`config.mk`:
```
export PLATFORM = sky130hd
export DESIGN_NAME = pipe_rca_flat
export DESIGN_NICKNAME = d
export VERILOG_FILES = /design/src/rtl/pipe_rca_pkg.sv /design/src/rtl/pipe_rca_if.sv /design/src/rtl/rca_slice.sv /design/src/rtl/pipe_rca.sv /design/src/flat_wrapper.sv
export SDC_FILE = /design/constraint.sdc
export NUM_CORES = 1
export LEC_CHECK = 0
export CORE_MARGIN = 10
export CORE_UTILIZATION = 53
export DETAILED_ROUTE_END_ITERATION = 6
export DONT_BUFFER_PORTS = 1
export HOLD_SLACK_MARGIN = 0.02
export PLACE_DENSITY = 0.68
export SLEW_MARGIN = 20
export SYNTH_ARGS = -nofsm -noshare
export SYNTH_HDL_FRONTEND = slang
export SYNTH_SLANG_ARGS = --single-unit
```
`constraint.sdc`:
```
create_clock -name clk -period 5 [get_ports clk]
set_input_delay 1 -clock clk [delete_from_list [all_inputs] [get_ports clk]]
set_output_delay 1 -clock clk [all_outputs]
set_load 0.1 [all_outputs]
```
`src/rtl/pipe_rca_pkg.sv`:
```
// pipe_rca_pkg: shared constants and helpers for the pipelined ripple-carry
// adder/subtractor.
//   DEF_WIDTH / DEF_SLICE : default operand width and bits per pipeline stage
//   op_e                  : operation encoding carried on the 'sub' input
//   calc_stages()         : number of pipeline stages (= latency in cycles)
package pipe_rca_pkg;

  localparam int DEF_WIDTH = 16;
  localparam int DEF_SLICE = 4;

  typedef enum logic {
    OP_ADD = 1'b0,
    OP_SUB = 1'b1
  } op_e;

  // WIDTH must be an exact multiple of SLICE; each stage handles one slice.
  function automatic int calc_stages(input int width, input int slice);
    return width / slice;
  endfunction

endpackage

```
`src/rtl/pipe_rca_if.sv`:
```
// pipe_rca_if: operand/result handshake bundle for pipe_rca.
//   Input side : in_valid, in_ready, a, b, cin, sub
//   Output side: out_valid, out_ready, sum, cout, ovf
//   modport master : the producer/consumer around the adder (drives operands,
//                    accepts results)
//   modport slave  : the adder itself
interface pipe_rca_if
  import pipe_rca_pkg::*;
#(
  parameter int WIDTH = DEF_WIDTH
);

  logic             in_valid;
  logic             in_ready;
  logic [WIDTH-1:0] a;
  logic [WIDTH-1:0] b;
  logic             cin;
  logic             sub;

  logic             out_valid;
  logic             out_ready;
  logic [WIDTH-1:0] sum;
  logic             cout;
  logic             ovf;

  modport master (
    output in_valid, a, b, cin, sub, out_ready,
    input  in_ready, out_valid, sum, cout, ovf
  );

  modport slave (
    input  in_valid, a, b, cin, sub, out_ready,
    output in_ready, out_valid, sum, cout, ovf
  );

endinterface

```
`src/rtl/rca_slice.sv`:
```
// rca_slice: purely combinational SLICE-bit ripple-carry adder.
//   a, b : slice operands
//   cin  : carry into bit 0
//   sum  : slice sum
//   cout : carry out of the top bit
module rca_slice
  import pipe_rca_pkg::*;
#(
  parameter int SLICE = DEF_SLICE
) (
  input  logic [SLICE-1:0] a,
  input  logic [SLICE-1:0] b,
  input  logic             cin,
  output logic [SLICE-1:0] sum,
  output logic             cout
);

  logic [SLICE:0] c;

  always_comb begin
    // NOTE: every variable gets a value before the loop so no path through
    // this block leaves it unassigned; otherwise a latch would be inferred.
    c   = '0;
    sum = '0;
    c[0] = cin;
    for (int i = 0; i < SLICE; i++) begin
      sum[i]   = a[i] ^ b[i] ^ c[i];
      c[i+1]   = (a[i] & b[i]) | (c[i] & (a[i] ^ b[i]));
    end
  end

  assign cout = c[SLICE];

endmodule

```
`src/rtl/pipe_rca.sv`:
```
// pipe_rca: pipelined ripple-carry adder/subtractor.
//   WIDTH-bit operands are processed SLICE bits per stage, giving
//   STAGES = WIDTH/SLICE cycles of latency at one beat per cycle.
//   clk, rst_n : rising-edge clock, asynchronous active-low reset
//   bus        : pipe_rca_if.slave
//                  in_valid/in_ready/a/b/cin/sub   operand beat
//                  out_valid/out_ready/sum/cout/ovf result beat
//   sub=0: sum = a + b + cin, cout = carry-out
//   sub=1: sum = a - b - cin, cout = NOT borrow-out
//   ovf  : two's-complement overflow of the result
module pipe_rca
  import pipe_rca_pkg::*;
#(
  parameter int WIDTH = DEF_WIDTH,
  parameter int SLICE = DEF_SLICE
) (
  input logic       clk,
  input logic       rst_n,
  pipe_rca_if.slave bus
);

  localparam int STAGES = calc_stages(WIDTH, SLICE);

  logic [STAGES-1:0] vld;   // per-stage valid bits
  logic [STAGES-1:0] ld;    // per-stage load enables

  // Subtraction is folded into the operands at entry, so the op travels
  // implicitly with its beat as b_eff/c_eff; later stages never see 'sub'.
  logic [WIDTH-1:0] b_eff;
  logic             c_eff;

  assign b_eff = (bus.sub == OP_SUB) ? ~bus.b   : bus.b;
  assign c_eff = (bus.sub == OP_SUB) ? ~bus.cin : bus.cin;

  assign bus.in_ready  = ld[0];
  assign bus.out_valid = vld[STAGES-1];

  for (genvar k = 0; k < STAGES; k++) begin : stage
    localparam int IW = WIDTH - k * SLICE;    // operand bits still unprocessed
    localparam int SW = (k + 1) * SLICE;      // sum bits known after this stage

    logic [IW-1:0]    a_in;
    logic [IW-1:0]    b_in;
    logic             c_in;
    logic             v_in;
    logic [SW-1:0]    s_next;
    logic [SLICE-1:0] slice_sum;
    logic             slice_cout;

    logic             vld_q;
    logic [SW-1:0]    s_q;
    logic             c_q;

    // Bubble collapse: a stage may load unless it and every stage after it
    // are full while the consumer is stalling. Written in closed form so the
    // enables do not form a combinational chain.
    assign ld[k]  = bus.out_ready || !(&vld[STAGES-1:k]);
    assign vld[k] = vld_q;

    if (k == 0) begin : src
      assign a_in   = bus.a;
      assign b_in   = b_eff;
      assign c_in   = c_eff;
      assign v_in   = bus.in_valid;
      assign s_next = slice_sum;
    end else begin : src
      assign a_in   = stage[k-1].fwd.a_q;
      assign b_in   = stage[k-1].fwd.b_q;
      assign c_in   = stage[k-1].c_q;
      assign v_in   = vld[k-1];
      assign s_next = {slice_sum, stage[k-1].s_q};
    end

    rca_slice #(
      .SLICE (SLICE)
    ) u_slice (
      .a    (a_in[SLICE-1:0]),
      .b    (b_in[SLICE-1:0]),
      .cin  (c_in),
      .sum  (slice_sum),
      .cout (slice_cout)
    );

    // Partial sum and carry are reset so the result outputs read 0 after
    // reset; a stalled stage keeps both unchanged.
    always_ff @(posedge clk or negedge rst_n) begin
      // NOTE: sequential state is always updated with non-blocking '<=' so
      // every register samples the pre-edge value of its neighbours.
      if (!rst_n) begin
        vld_q <= 1'b0;
        s_q   <= '0;
        c_q   <= 1'b0;
      end else if (ld[k]) begin
        vld_q <= v_in;
        s_q   <= s_next;
        c_q   <= slice_cout;
      end
    end

    if (k < STAGES - 1) begin : fwd
      logic [IW-SLICE-1:0] a_q;
      logic [IW-SLICE-1:0] b_q;

      // NOTE: pure datapath registers carry no reset; their contents are only
      // observed when the matching valid bit is set, which is reset.
      always_ff @(posedge clk) begin
        if (ld[k]) begin
          a_q <= a_in[IW-1:SLICE];
          b_q <= b_in[IW-1:SLICE];
        end
      end
    end else begin : last
      logic ovf_q;

      // The top slice holds the operand sign bits, so overflow is resolved
      // here: like-signed operands producing an opposite-signed result.
      always_ff @(posedge clk or negedge rst_n) begin
        if (!rst_n) begin
          ovf_q <= 1'b0;
        end else if (ld[k]) begin
          ovf_q <= (a_in[IW-1] == b_in[IW-1]) &&
                   (slice_sum[SLICE-1] != a_in[IW-1]);
        end
      end

      assign bus.sum  = s_q;
      assign bus.cout = c_q;
      assign bus.ovf  = ovf_q;
    end
  end

endmodule

```
`src/flat_wrapper.sv`:
```
// flat-port wrapper written by rule: the top's interface ports become plain ports
module pipe_rca_flat import pipe_rca_pkg::*;
#(
  parameter int WIDTH = DEF_WIDTH,
  parameter int SLICE = DEF_SLICE
)
  (clk, rst_n, bus_in_valid, bus_a, bus_b, bus_cin, bus_sub, bus_out_ready, bus_in_ready, bus_out_valid, bus_sum, bus_cout, bus_ovf);
  pipe_rca_if #(.WIDTH(WIDTH)) bus_i ();
  input logic clk;
  input logic rst_n;
  input wire logic [$bits(bus_i.in_valid)-1:0] bus_in_valid;
  input wire logic [$bits(bus_i.a)-1:0] bus_a;
  input wire logic [$bits(bus_i.b)-1:0] bus_b;
  input wire logic [$bits(bus_i.cin)-1:0] bus_cin;
  input wire logic [$bits(bus_i.sub)-1:0] bus_sub;
  input wire logic [$bits(bus_i.out_ready)-1:0] bus_out_ready;
  output wire logic [$bits(bus_i.in_ready)-1:0] bus_in_ready;
  output wire logic [$bits(bus_i.out_valid)-1:0] bus_out_valid;
  output wire logic [$bits(bus_i.sum)-1:0] bus_sum;
  output wire logic [$bits(bus_i.cout)-1:0] bus_cout;
  output wire logic [$bits(bus_i.ovf)-1:0] bus_ovf;
  assign bus_i.in_valid = bus_in_valid;
  assign bus_i.a = bus_a;
  assign bus_i.b = bus_b;
  assign bus_i.cin = bus_cin;
  assign bus_i.sub = bus_sub;
  assign bus_i.out_ready = bus_out_ready;
  assign bus_in_ready = bus_i.in_ready;
  assign bus_out_valid = bus_i.out_valid;
  assign bus_sum = bus_i.sum;
  assign bus_cout = bus_i.cout;
  assign bus_ovf = bus_i.ovf;
  pipe_rca #(.WIDTH(WIDTH), .SLICE(SLICE)) u_core (.clk(clk), .rst_n(rst_n), .bus(bus_i));
endmodule
```
==> metrics list <==
- Result of the run: complete, no violations
- Summed over all cells, the static leakage comes to 1.73 nW.
- Starting density of the core: 0.539
- The final layout contains routed wiring with a total length of 5560 µm.
- Count of different cell masters after synthesis: 23
- Headroom to the max-slew limit came out at 0.370.
* Clk slew on worst S/H paths: 90 ps
- The net count of the finished layout is 293.
- Final setup fails: 0
- Routability congestion estimate from global placement: 0.715
* Antenna fix cells: 0
* TritonCTS buffer count: 9
- Setup repair after global routing missed its margin: false
- Together, buffers and inverters on the worst path number 1.
* CTS sink count: 97
- Deepest clock path buffer count: 2
- CP Data Required Time: 4000 ps
- Final Skew: 10.8 ps
- Worst path arrival time: 2440 ps
- By startpoint and endpoint, the worst setup path is classified as in -> out.
- Vias/cell: 4.93
- TritonCTS built the clock tree.
* Initial DRC Count: 45
- The final hold violation count came to 0.
- The Yosys step of the flow raised 0 warnings.
* Cell with the biggest individual delay on the critical path: or2_2
- Layout area overhead: 7.54%
- After clock tree synthesis, the flow added hold-fix buffers numbering 0.
- Met3 wire length: 356 µm
- In the synthesized netlist, the number of instances is 232.
- The multi-input combinational cells in the finished layout cover a total of 1050 µm².
- Post-CTS setup buffer count: 0
- Routed wire per std cell: 16.2 µm
* Core Area: 7180 µm²
* Synth Register Bits: 97
- Number of rows in the core area: 31
- The count of pins over their slew limit is 0.
* Worst Hold Class: in -> async
* Largest cells by area after synthesis: edfxtp_1 (37%), dfrtp_1 (32%), mux2_2 (8.7%), fa_1 (8.3%), xor2_1 (3.4%)
- Final period demand of the worst path: 3440 ps
* Tightest Pin Transition: 944 ps
- In the routed design, unresolved DRC markers number 0.
* Fin area: 4160 µm²
- Total congestion overflow after global routing: 0
- Number of buffer cells added on primary ports: 0
* Instance area after placement: 3960 µm²
* Sequential fraction of the synthesis area: 0.690
- Among cell families on the critical path, the largest total delay comes from simple AND/OR/NAND/NOR gates.
* Number of detailed-routing iterations run before antenna repair: 4
- STA classifies the critical path startpoint as an input port.
* Number of ports placed on the die boundary: 58
- The number of antenna violations at the first check in global routing is 0.
- A synthesized cell averages 16.7 µm².
* Maximum clock frequency: 291 MHz
* Power per cell area: 603 nW/µm²
* Routed Antenna Nets: 0
- Half-perimeter wire length of the detailed placement result: 3790 µm
- Die span in x: 105 µm
- Period utilisation layout: 0.688
- The tool flagged a number of max-cap violations equal to 0.
* First-pass GRT wire length: 9290 µm
* Share of Yosys cell area claimed by the top area cell type: 0.373
* Clock root cell: clkbuf_8
- Maximum vdd ir drop: 0.000356 V
* Share of layout cells above drive strength 1: 0.218
- Chip Height: 105 µm
* Die Area: 11100 µm²
- Maximum fanout count along the critical path: 32
* Routed length on met1: 2310 µm
- The design draws 2.51 mW.
* Critical path's largest stage delay: 580 ps
* Area used by sequential logic in the layout: 2670 µm²
- Overall routing resource usage: 0.107
- Largest net degree at the start of global routing: 50
- After detailed routing, the met2 layer carries 2820 µm of wire.
* Highest signal layer in the routed design: met4
- Area leader, netlist: edfxtp_1
- For the final routed database, the setup TNS stands at 0 ps.
- The routed layout has 1687 vias.
- Cell breakdown of the critical path: nand4b_4, or2_2, buf_4
* Total of cells resized after clock tree synthesis: 0
- Post-synth net total: 287
- Insertion delay to the later sink of the worst-skew pair: 350 ps
* H-tree levels: 3
- Endpoint class of the critical path: primary output
- Fillcell total: 590
- The synthesized netlist occupies a cell area of 3870 µm².
- Number of global-route vias before repair: 1823
==> where the power goes <==
part	internal, mW	switching (mW)
Clock	0.226	0.254
Sequential	1.06	0.656
Combinational	0.175	0.138
Total	1.46	1.05
==> cell usage in the layout (no fill, tap or decap) <==
cell type	instances
clkinv_4	1
o21a_1	1
o21ai_0	1
nand4b_4	1
bufinv_16	1
or2_2	1
mux2_4	3
inv_1	27
nor3_1	2
mux2_2	30
clkinv_1	2
nand2_1	1
edfxtp_1	48
clkbuf_8	9
fa_1	16
xor2_1	15
buf_4	2
a21oi_1	11
dfrtp_1	49
clkinv_2	3
ha_1	1
nand3b_2	1
nor2_1	9
xnor2_1	3
nand2b_1	4
buf_6	1
==> synth_stat cells, drive strengths merged <==
library cell	count
mux2	33
edfxtp	48
ha	1
nor3	2
clkbuf	1
buf	7
xor2	15
dfrtp	49
or2	1
a21oi	11
fa	16
inv	27
nand3b	1
nor2	9
nand2b	4
nand4b	1
nand2	1
o21ai	1
xnor2	3
o21a	1
==> final cells by class <==
| type | count | area share |
|---|---|---|
| Clock buffer | 9 | 0.0298 |
| Tap cell | 99 | 0.0298 |
| Inverter | 27 | 0.0244 |
| Multi-Input combinational cell | 100 | 0.254 |
| Clock inverter | 7 | 0.0147 |
| Timing Repair Buffer | 3 | 0.00632 |
| Sequential cell | 97 | 0.641 |
==> through the flow <==
step	setup WS, ps	utilization	hold WS, ps	cells
final	1560	0.580	328	342
after global routing	1440	0.580	297	342
after CTS	1530	0.578	307	341
after detailed placement	1520	0.552	405	325
after global placement	1540	0.552	402	325
after floorplan	1590	-	400	232
==> sequential cells by signal, indices dropped and copies added (netlist names) <==
| name | cells |
|---|---|
| u_core.bus.sum | 16 |
| u_core.stage.fwd.a_q | 24 |
| u_core.bus.cout | 1 |
| u_core.stage.s_q | 24 |
| u_core.stage.vld_q | 3 |
| u_core.bus.out_valid | 1 |
| u_core.stage.fwd.b_q | 24 |
| u_core.bus.ovf | 1 |
| u_core.stage.c_q | 3 |
==> cell families after synthesis <==
group / share of synthesized area
AO/OA/AOI/OAI: 0.0175
XOR/XNOR: 0.0408
adder cells (fa/ha/maj): 0.0861
buffers and inverters: 0.0375
flip-flops: 0.690
multiplexers: 0.0990
AND/OR/NAND/NOR: 0.0294
==> final timing paths <==
kind	from	to	slack [ps]	depth (start not counted)
max	bus_out_ready	bus_in_ready	1560	3
min	rst_n	u_core.bus.sum[14]	330	0
max reg2reg	u_core.stage[2].fwd.b_q[0]	u_core.bus.ovf	2410	10
min reg2reg	u_core.stage[0].fwd.b_q[10]	u_core.stage[1].fwd.b_q[6]	420	0
max in group asynchronous	rst_n	u_core.stage[1].c_q	4570	0
min in group clk	u_core.stage[0].fwd.b_q[10]	u_core.stage[1].fwd.b_q[6]	420	0
==> per-layer routing <==
| metal | track usage | up-vias |
|---|---|---|
| li1 | - | 782 |
| met1 | 0.129 | 857 |
| met2 | 0.165 | 41 |
| met3 | 0.0438 | 7 |
| met4 | 0.0471 | 0 |
| met5 | 0 | - |
Note: power is estimated with default switching activity, not from simulation.
